### config.mk
export PLATFORM = sky130hd
export DESIGN_NAME = pwm11_decode
export DESIGN_NICKNAME = d
export VERILOG_FILES = /design/src/rtl/pwm_pkg.sv /design/src/rtl/pwm_in_sync.sv /design/src/rtl/pwm11_decode.sv
export SDC_FILE = /design/constraint.sdc
export NUM_CORES = 1
export LEC_CHECK = 0
export CORE_ASPECT_RATIO = 1.2
export CORE_MARGIN = 2
export CORE_UTILIZATION = 53
export CTS_CLUSTER_SIZE = 25
export DETAILED_ROUTE_END_ITERATION = 6
export GPL_TIMING_DRIVEN = 0
export PLACE_DENSITY = 0.72
export SLEW_MARGIN = 20
export SYNTH_ARGS = -nofsm -noshare
export SYNTH_HDL_FRONTEND = slang
export SYNTH_HIERARCHICAL = 1
export SYNTH_SLANG_ARGS = --single-unit
### constraint.sdc
create_clock -name clk -period 2.2 [get_ports clk]
set_clock_uncertainty 0.15 [all_clocks]
set_input_delay 0.33 -clock clk [delete_from_list [all_inputs] [get_ports clk]]
set_output_delay 0.33 -clock clk [all_outputs]
set_load 0.01 [all_outputs]
### src/rtl/pwm_pkg.sv
// pwm_pkg: shared constants and FSM state type for the PWM duty decoder
// and its benches.
//   PWM_PERIOD  nominal PWM period in clk cycles
//   DUTY_W      duty / high-count width (period = 2**DUTY_W)
//   pwm_state_e decoder FSM states
package pwm_pkg;

  localparam int PWM_PERIOD = 2048;
  localparam int DUTY_W     = 11;

  typedef enum logic [0:0] {
    HUNT    = 1'b0,
    MEASURE = 1'b1
  } pwm_state_e;

endpackage

### src/rtl/pwm_in_sync.sv
// pwm_in_sync: brings the asynchronous PWM input into the clk domain and
// flags its rising edges.
//   clk      sole clock, rising edge
//   rst      synchronous, active-high reset; clears all three flops
//   pwm_raw  asynchronous PWM waveform
//   s        synchronized level (second synchronizer flop)
//   rise     one-cycle strobe, s is high and was low the cycle before
module pwm_in_sync (
  input  logic clk,
  input  logic rst,
  input  logic pwm_raw,
  output logic s,
  output logic rise
);

  logic meta;
  logic s_q;
  logic s_prev;

  always_ff @(posedge clk) begin
    if (rst) begin
      meta   <= 1'b0;
      s_q    <= 1'b0;
      s_prev <= 1'b0;
    end else begin
      meta   <= pwm_raw;
      s_q    <= meta;
      s_prev <= s_q;
    end
  end

  assign s    = s_q;
  assign rise = s_q & ~s_prev;

endmodule

### src/rtl/pwm11_decode.sv
// pwm11_decode: recovers the duty value of a fixed-period PWM waveform.
// Each rising edge closes the previous period; a period is accepted only
// if it is exactly 2**DUTY_W clocks long, in which case the number of high
// clocks in it becomes the new duty. A line that stays low for a full
// period decodes as duty 0; a line stuck high or a wrong-length period
// raises err.
//   clk     sole clock, rising edge
//   rst     synchronous, active-high reset
//   PWM_in  asynchronous PWM waveform
//   duty    last decoded duty, held between updates
//   vld     one-cycle pulse when duty is updated
//   err     one-cycle pulse on a malformed period
//
// state   | meaning
// --------+-----------------------------------------------------------
// HUNT    | no phase reference; waiting for a rise, timing level runs
// MEASURE | counting clocks and high clocks since the last rise
module pwm11_decode #(
  parameter int DUTY_W = pwm_pkg::DUTY_W
) (
  input  logic              clk,
  input  logic              rst,
  input  logic              PWM_in,
  output logic [DUTY_W-1:0] duty,
  output logic              vld,
  output logic              err
);

  import pwm_pkg::pwm_state_e;
  import pwm_pkg::HUNT;
  import pwm_pkg::MEASURE;

  // One extra bit so a full period (2**DUTY_W) and its overrun are
  // representable in the period and run counters.
  localparam int CNT_W = DUTY_W + 1;

  localparam logic [CNT_W-1:0]  CNT_ONE  = CNT_W'(1);
  localparam logic [CNT_W-1:0]  PER_LEN  = CNT_W'(1) << DUTY_W;
  localparam logic [CNT_W-1:0]  RUN_LAST = PER_LEN - CNT_ONE;
  localparam logic [CNT_W-1:0]  CNT_MAX  = '1;
  localparam logic [DUTY_W-1:0] HI_ONE   = DUTY_W'(1);

  logic s;
  logic rise;

  pwm_in_sync u_sync (
    .clk     (clk),
    .rst     (rst),
    .pwm_raw (PWM_in),
    .s       (s),
    .rise    (rise)
  );

  pwm_state_e        state;
  pwm_state_e        state_nxt;
  logic [CNT_W-1:0]  per_cnt;
  logic [CNT_W-1:0]  per_nxt;
  logic [DUTY_W-1:0] hi_cnt;
  logic [DUTY_W-1:0] hi_nxt;
  logic [CNT_W-1:0]  run_cnt;
  logic [CNT_W-1:0]  run_nxt;
  logic              run_lvl;
  logic              run_lvl_nxt;
  logic [DUTY_W-1:0] duty_nxt;
  logic              vld_nxt;
  logic              err_nxt;

  always_comb begin
    state_nxt   = state;
    per_nxt     = per_cnt;
    hi_nxt      = hi_cnt;
    run_nxt     = run_cnt;
    run_lvl_nxt = run_lvl;
    duty_nxt    = duty;
    vld_nxt     = 1'b0;
    err_nxt     = 1'b0;

    case (state)
      HUNT: begin
        if (rise) begin
          // The rise clock itself is high, so the high count starts at 1.
          state_nxt = MEASURE;
          per_nxt   = CNT_ONE;
          hi_nxt    = HI_ONE;
        end else if (s != run_lvl) begin
          run_nxt     = CNT_ONE;
          run_lvl_nxt = s;
        end else if (run_cnt == RUN_LAST) begin
          // This clock completes a full period at one level.
          run_nxt = '0;
          if (s) begin
            err_nxt = 1'b1;
          end else begin
            vld_nxt  = 1'b1;
            duty_nxt = '0;
          end
        end else begin
          run_nxt = run_cnt + CNT_ONE;
        end
      end

      MEASURE: begin
        if (rise) begin
          if (per_cnt == PER_LEN) begin
            duty_nxt = hi_cnt;
            vld_nxt  = 1'b1;
          end else begin
            err_nxt = 1'b1;
          end
          per_nxt = CNT_ONE;
          hi_nxt  = HI_ONE;
        end else if (per_cnt == PER_LEN) begin
          // Period overrun: phase is lost, fall back to level timing.
          err_nxt     = 1'b1;
          state_nxt   = HUNT;
          per_nxt     = per_cnt + CNT_ONE;
          run_nxt     = '0;
          run_lvl_nxt = s;
        end else begin
          per_nxt = (per_cnt == CNT_MAX) ? per_cnt : per_cnt + CNT_ONE;
          hi_nxt  = hi_cnt + {{(DUTY_W-1){1'b0}}, s};
        end
      end

      default: begin
        state_nxt = HUNT;
        run_nxt   = '0;
      end
    endcase
  end

  always_ff @(posedge clk) begin
    if (rst) begin
      state   <= HUNT;
      per_cnt <= '0;
      hi_cnt  <= '0;
      run_cnt <= '0;
      run_lvl <= 1'b0;
      duty    <= '0;
      vld     <= 1'b0;
      err     <= 1'b0;
    end else begin
      state   <= state_nxt;
      per_cnt <= per_nxt;
      hi_cnt  <= hi_nxt;
      run_cnt <= run_nxt;
      run_lvl <= run_lvl_nxt;
      duty    <= duty_nxt;
      vld     <= vld_nxt;
      err     <= err_nxt;
    end
  end

endmodule

==> results of run 1 <==
-- synthesized netlist by cell type (all sizes together), types with 6 or more instances --
library cell,n
dfxtp,53
nand2,26
a21oi,20
nand4,13
nor2,13
or4,12
a22o,11
nor3,11
o31ai,11
nand3,10
clkbuf,9
inv,9
buf,7
ha,7
mux2i,6
o21ai,6
-- routing by layer --
layer  up-vias  GRT usage, %
met5         -             0
met4         0         7.600
met3        12         4.155
met2        40         40.29
met1      1140         29.50
li1       1160             -
-- metrics by stage --
step           power [mW]  util, %  setup TNS (ns)
6_report            1.745    65.65               0
5_1_grt             1.804    65.65       -0.008864
4_1_cts             1.737    64.04               0
3_5_place_dp        1.145    60.76          -5.318
3_3_place_gp        1.143    60.76          -4.594
2_1_floorplan       1.102        -               0
-- sequential cells by signal (all words and copies together) (netlist names) --
| signal | flops |
|---|---|
| per_cnt | 12 |
| run_cnt | 12 |
| duty | 11 |
| hi_cnt | 11 |
| err | 1 |
| run_lvl | 1 |
| state | 1 |
| u_sync/meta | 1 |
| u_sync/s | 1 |
| u_sync/s_prev | 1 |
| vld | 1 |
-- power groups by stage --
stage	sequential [mW]	clock, mW	combinational, mW
after floorplan	1.01	0	0.0969
after global placement	1.01	0	0.135
after detailed placement	1.01	0	0.136
after CTS	0.987	0.608	0.142
after global routing	0.989	0.646	0.168
final	0.987	0.605	0.152
-- cell families (layout without fill, tap and decap cells) --
kind of cell,after synthesis,in the layout,share of synthesized area [%]
simple gates,120,120,27.18
compound gates,78,78,21.19
flops,53,53,40.65
buf+inv,25,49,4.314
fa+ha+maj,7,7,3.356
mux,6,6,2.301
xor+xnor,3,3,1.007
-- area by class of cell --
| cell class | count | area [sq um] | share of cell area [%] |
|---|---|---|---|
| tap | 58 | 72.57 | 2.371 |
| buffer | 16 | 88.84 | 2.903 |
| inverter | 9 | 33.78 | 1.104 |
| timing repair buffer | 16 | 157.7 | 5.151 |
| clock inverter | 1 | 5.005 | 0.1635 |
| sequential | 53 | 1067 | 34.87 |
| clock buffer | 7 | 96.34 | 3.148 |
| multi-input combinational | 214 | 1539 | 50.29 |
-- repair_timing --
item,4_1_cts,5_1_grt
buffers inserted,0,1
pin swaps,1,2
gates resized for setup,11,23
setup endpoints to repair,24,29
-- final timing paths --
| path | start | end | slack (ns) |
|---|---|---|---|
| setup / recovery | u_sync/s | run_cnt[11] | 0.06 |
| hold reg to reg | u_sync/meta | u_sync/s | 0.30 |
| hold / removal | u_sync/meta | u_sync/s | 0.30 |
| setup reg to reg | u_sync/s | run_cnt[11] | 0.06 |
-- layout by cell type, fill, tap and decap left out, types with 3 or more instances in the layout --
cell type and n:
a211oi_1 3, a21oi_1 19, a22o_1 11, a311oi_1 3, a31oi_1 3, and2_1 3
and3_1 5, and4_1 4, buf_4 3, clkbuf_1 5, clkbuf_2 3, clkbuf_8 7
clkdlybuf4s50_1 15, dfxtp_1 50, ha_1 5, inv_1 8, mux2i_1 6, nand2_1 26
nand3_1 9, nand4_1 13, nor2_1 13, nor2b_1 4, nor3_1 9, o21a_1 3
o21ai_0 5, o31a_1 3, o31ai_1 11, or3_1 3, or4_1 11
==> results.md, run 1 <==
- Run status: complete, no violations
- # DRC: 0
- Crit-path max cell delay: ~0.42 ns
- Clock Tree Root: clkbuf_8
- WL met2: a little over 3000 microns
- Area growth, synth to finish: 17.26%
- Actual slew at the worst max-slew pin: 0.6577 ns
- Final net count: between 300 and 400
- Cell Area, Synth: around 2600 sq um
- Met3 Wirelength: roughly 160 microns
- Reg2Reg Depth: 6
- Clock latency on the worst-skew pair: 0.31 ns
- Combinational share of power: slightly below 9%
- Power share of the sequential group: 56.6%
- Largest delay contributor family on the critical path: simple AND/OR/NAND/NOR gates
- Worst VDD drop: about 0.34 mV
- Critical path cell sequence: nor2b_2 > buf_6 > nand4b_4 > or3_4 > or4_4 > a211oi_2
- Maximum clock insertion buffer count: 2
- Final worst slack: roughly 0.064 ns
- P_leak: 1.065 nW
- Period Utilization, post-route: between 90 and 100%
- Avg Inst Size Synth: between 8 and 9 sq um
- Critical Path RT: approximately 2.3 ns
- Post-place setup slack: -0.2625 ns
- Post-synthesis sequential area ratio: 40.65%
- Post-synth top area share: a little over 40%
- Max_slew headroom: 56.00%
- DP HPWL: about 4200 microns
- Via density: 6.289
- DRT antenna net count: 0
- M1 wire length: 2794 microns
- Routed WL per cell: ~16 microns
- Fraction of layout cells with a size suffix above 1: 14.56%
- # diodes: 0
- Initial DRC count: around 130
- Mapped Cells: approximately 290
- Top Metal Used: met4
- Crit path depth: 6
- GP Congestion: a little over 0.8
- WHS Path Cells: 1
- CP Buf/Inv Count: 1
- Tmin final: 2.136 ns
- Area leader, netlist: dfxtp_1
- Final std cells w/o fill: approximately 370
- Ys flop type: dfxtp_1
- Sw Ratio: 24.79%
- CP max stage cell: or4_4
- Hold_ws: 0.2954 ns
- Overflow after GRT: 0
- Kind of critical path: flop to flop
- Vias in the first global route: between 2,000 and 2,500
- CTS tree: yes
- Pwr dens: roughly 570 nW/um^2
- Psw: roughly 0.43 mW
- Initial Util: between 50% and 60%
- Clock-pin slew on the worst setup and hold paths: around 0.090 ns
- CTS Buf Count: 5
- Cell row count: 27
- Synth warn: 6
- Post-placement cell area: approximately 2800 sq um
- Die area: about 5500 sq um
- Max FO, Critical Path: 10
- Gr usage total: between 20% and 30%
- Largest net degree at the start of global routing: 16
- Tightest Hold Check Type: flop to flop
- Post-route cell area: 3060 sq um
- Total wire length: 6152 microns
- First-pass GRT wire length: 9894 microns
- Synth async-reset ratio: 0%
- Sink Count: between 50 and 60
- Int Power: approximately 1.3 mW
- Seq cells post-synth: 53
- Post-synth EDFFs: 0
- IO Pins: 16
- Die W: approximately 70 microns
- Max-Cap Viols: 0
- Hold_buf cts: 0
- Worst setup EP type: flop
- Clk pwr share: a little over a third
- Syn_nets: 302
- DRT Pass-1 Iters: 5
- Final hold vios: 0
- Die Ht: slightly above 80 microns
- Crit path DAT: between 2 and 2.5 ns
- Startpoint types: flop
- Dpl cells: approximately 370
- Max Slew Vio Count: 0
- Core outline area: about 4700 sq um
- Vias: ~2,400
- RSZ-0062 raised after global routing: true
- Max Freq: 468.1 MHz
- PortBufs: 15
- Fillers: approximately 400
- Initial antenna violation count: 0
- Clock H-tree levels: 2
- Final setup viols: 0
- Top cells by area, synth: dfxtp_1 41%, a21oi_1 3.8%, nand2_1 3.7%
- Synth cell types: between 50 and 60
No activity file was read; power rests on OpenSTA's default activity.
==> run 2: changes to the inputs <==
Settings changed: GPL_TIMING_DRIVEN 0 to not set.
==> run 2 against run 1 <==
Die area stayed put. Critical path depth stayed put. First-iteration DRC count is 20% higher. Register-to-register slack better by 0.06 ns. Clock-buffer cell count is 2 lower. Non-clock buffer count is 12 higher. Clock power is 6.4% lower. Core utilization is 0.62 points higher. Largest cell class unchanged. Final area is 0.94% higher. Sequential share of layout area is 0.41 points lower. Worst hold slack worse by 0.0023 ns.
==> results.md, run 2 (synthesized netlist as in run 1, its figures left out) <==
- Clock-pin slew on the worst setup and hold paths: about 0.10 ns
- RSZ-0062 raised after global routing: true
- Tightest Hold Check Type: flop to flop
- Max-Cap Viols: 0
- Die Ht: between 80 and 90 microns
- CTS tree: yes
- Die area: 5504 sq um
- CTS Buf Count: 5
- Clock H-tree levels: 2
- Dpl cells: approximately 380
- Fraction of layout cells with a size suffix above 1: between 10% and 20%
- FF/Latch Area: roughly 1100 sq um
- Clk pwr share: between 30% and 40%
- PortBufs: 15
- Clock Tree Root: clkbuf_8
- Max_slew headroom: 71.61%
- Max Freq: roughly 480 MHz
- Crit path DAT: approximately 2.2 ns
- Initial Util: 55.98%
- Clock latency on the worst-skew pair: slightly above 0.3 ns
- Die W: roughly 68 microns
- Routed WL per cell: approximately 16 microns
- # diodes: 0
- First-pass GRT wire length: 10,360 microns
- Combinational share of power: about a tenth
- Via density: slightly above 6
- Max FO, Critical Path: 4
- Gr usage total: about 25%
- Sw Ratio: a little over a quarter
- Tmin final: around 2.1 ns
- Overflow after GRT: 0
- Initial antenna violation count: 0
- Multi-input gate area: roughly 1500 sq um
- Area growth, synth to finish: 18.36%
- Kind of critical path: flop to flop
- # DRC: 0
- Most frequent cells in the layout: 52 x dfxtp_1, 29 x buf_4, 26 x nand2_1, 20 x a21oi_1, 15 x clkdlybuf4s50_1
- GP Congestion: 0.9023
- Vias in the first global route: approximately 2,200
- DRT antenna net count: 0
- Most common cell after layout, fill and taps aside: dfxtp_1
- Startpoint types: flop
- Critical Path RT: between 2 and 2.5 ns
- Initial DRC count: about 160
- IO Pins: 16
- DRT Pass-1 Iters: 4
- Period Utilization, post-route: about 95%
- Int Power: around 1.3 mW
- Final core occ: 66.26%
- Final setup viols: 0
- Fillers: 430
- Max Slew Vio Count: 0
- Core outline area: around 4700 sq um
- Final std cells w/o fill: approximately 390
- Largest net degree at the start of global routing: 18
- Worst setup EP type: flop
- Run status: complete, no violations
- P_leak: roughly 1.1 nW
- Sink Count: 53
- Power share of the sequential group: 57.0%
- DP HPWL: about 4500 microns
- Largest registers: per_cnt x12, run_cnt x12
- Final hold vios: 0
- Final net count: ~340
- Psw: roughly 0.45 mW
- Total wire length: between 6000 and 7000 microns
- Pwr dens: 557.5 nW/um^2
- Vias: 2,358
- Cell row count: 27
- Worst VDD drop: roughly 0.38 mV
- Number of buffers inserted by post-CTS setup repair: 0
- Actual slew at the worst max-slew pin: ~0.43 ns
- Maximum clock insertion buffer count: 2
- Hold_ws: around 0.3 ns
-- run 2: timing repair --
action,in CTS,in global routing
hold buffers,0,0
resized for setup,2,4
endpoints found under the setup margin,3,15
-- run 2: cell type report --
class                           instances  share of cell area [%]
Timing Repair Buffer                   44                   11.91
Clock inverter                          3                  0.7290
Sequential cell                        53                   34.47
Multi-Input combinational cell        214                   47.23
Inverter                                9                   1.094
Clock buffer                            5                   2.228
Tap cell                               58                   2.349
-- run 2: metal layers --
| layer | vias up | track usage, % | routed length, microns |
|---|---|---|---|
| met3 | 15 | 4.294 | 123 |
| met1 | 1115 | 31.55 | 2816 |
| met4 | 0 | 8.800 | 143 |
| met2 | 37 | 40.68 | 3013 |
| li1 | 1191 | - | - |
| met5 | - | 0 | 0 |
-- run 2: worst max-delay path, cell delays in order (launching register included) --
cell and delay [ns]:
dfxtp_1 0.39, ha_2 0.23, ha_1 0.21, and3_1 0.22, nand4_1 0.17, or4_1 0.51, a21oi_1 0.14
-- run 2: power by group through the flow --
stage | Combinational, mW | Clock, mW | Sequential (mW)
4_1_cts | 0.171 | 0.574 | 0.982
3_3_place_gp | 0.166 | 0 | 1.00
5_1_grt | 0.194 | 0.610 | 0.983
6_report | 0.175 | 0.566 | 0.981
3_5_place_dp | 0.170 | 0 | 1.00
2_1_floorplan | 0.0969 | 0 | 1.01
-- run 2: worst paths after layout --
check / from / to / slack [ns] / cells after the start
worst max register to register: hi_cnt[0] / hi_cnt[10] / 0.12 / 6
worst min-delay path: u_sync/meta / u_sync/s / 0.29 / 1
worst min register to register: u_sync/meta / u_sync/s / 0.29 / 1
worst max-delay path: hi_cnt[0] / hi_cnt[10] / 0.12 / 6
-- run 2: through the flow --
| step | setup WS (ns) | total power [mW] | setup TNS (ns) | instance area, sq um |
|---|---|---|---|---|
| after detailed placement | -0.01179 | 1.173 | -0.01313 | 2972 |
| after global placement | 0.002063 | 1.169 | 0 | 2972 |
| after CTS | 0.03165 | 1.727 | 0 | 3069 |
| after floorplan | 0.1222 | 1.102 | 0 | 2610 |
| final | 0.1200 | 1.722 | 0 | 3089 |
| after global routing | 0.002828 | 1.787 | 0 | 3089 |
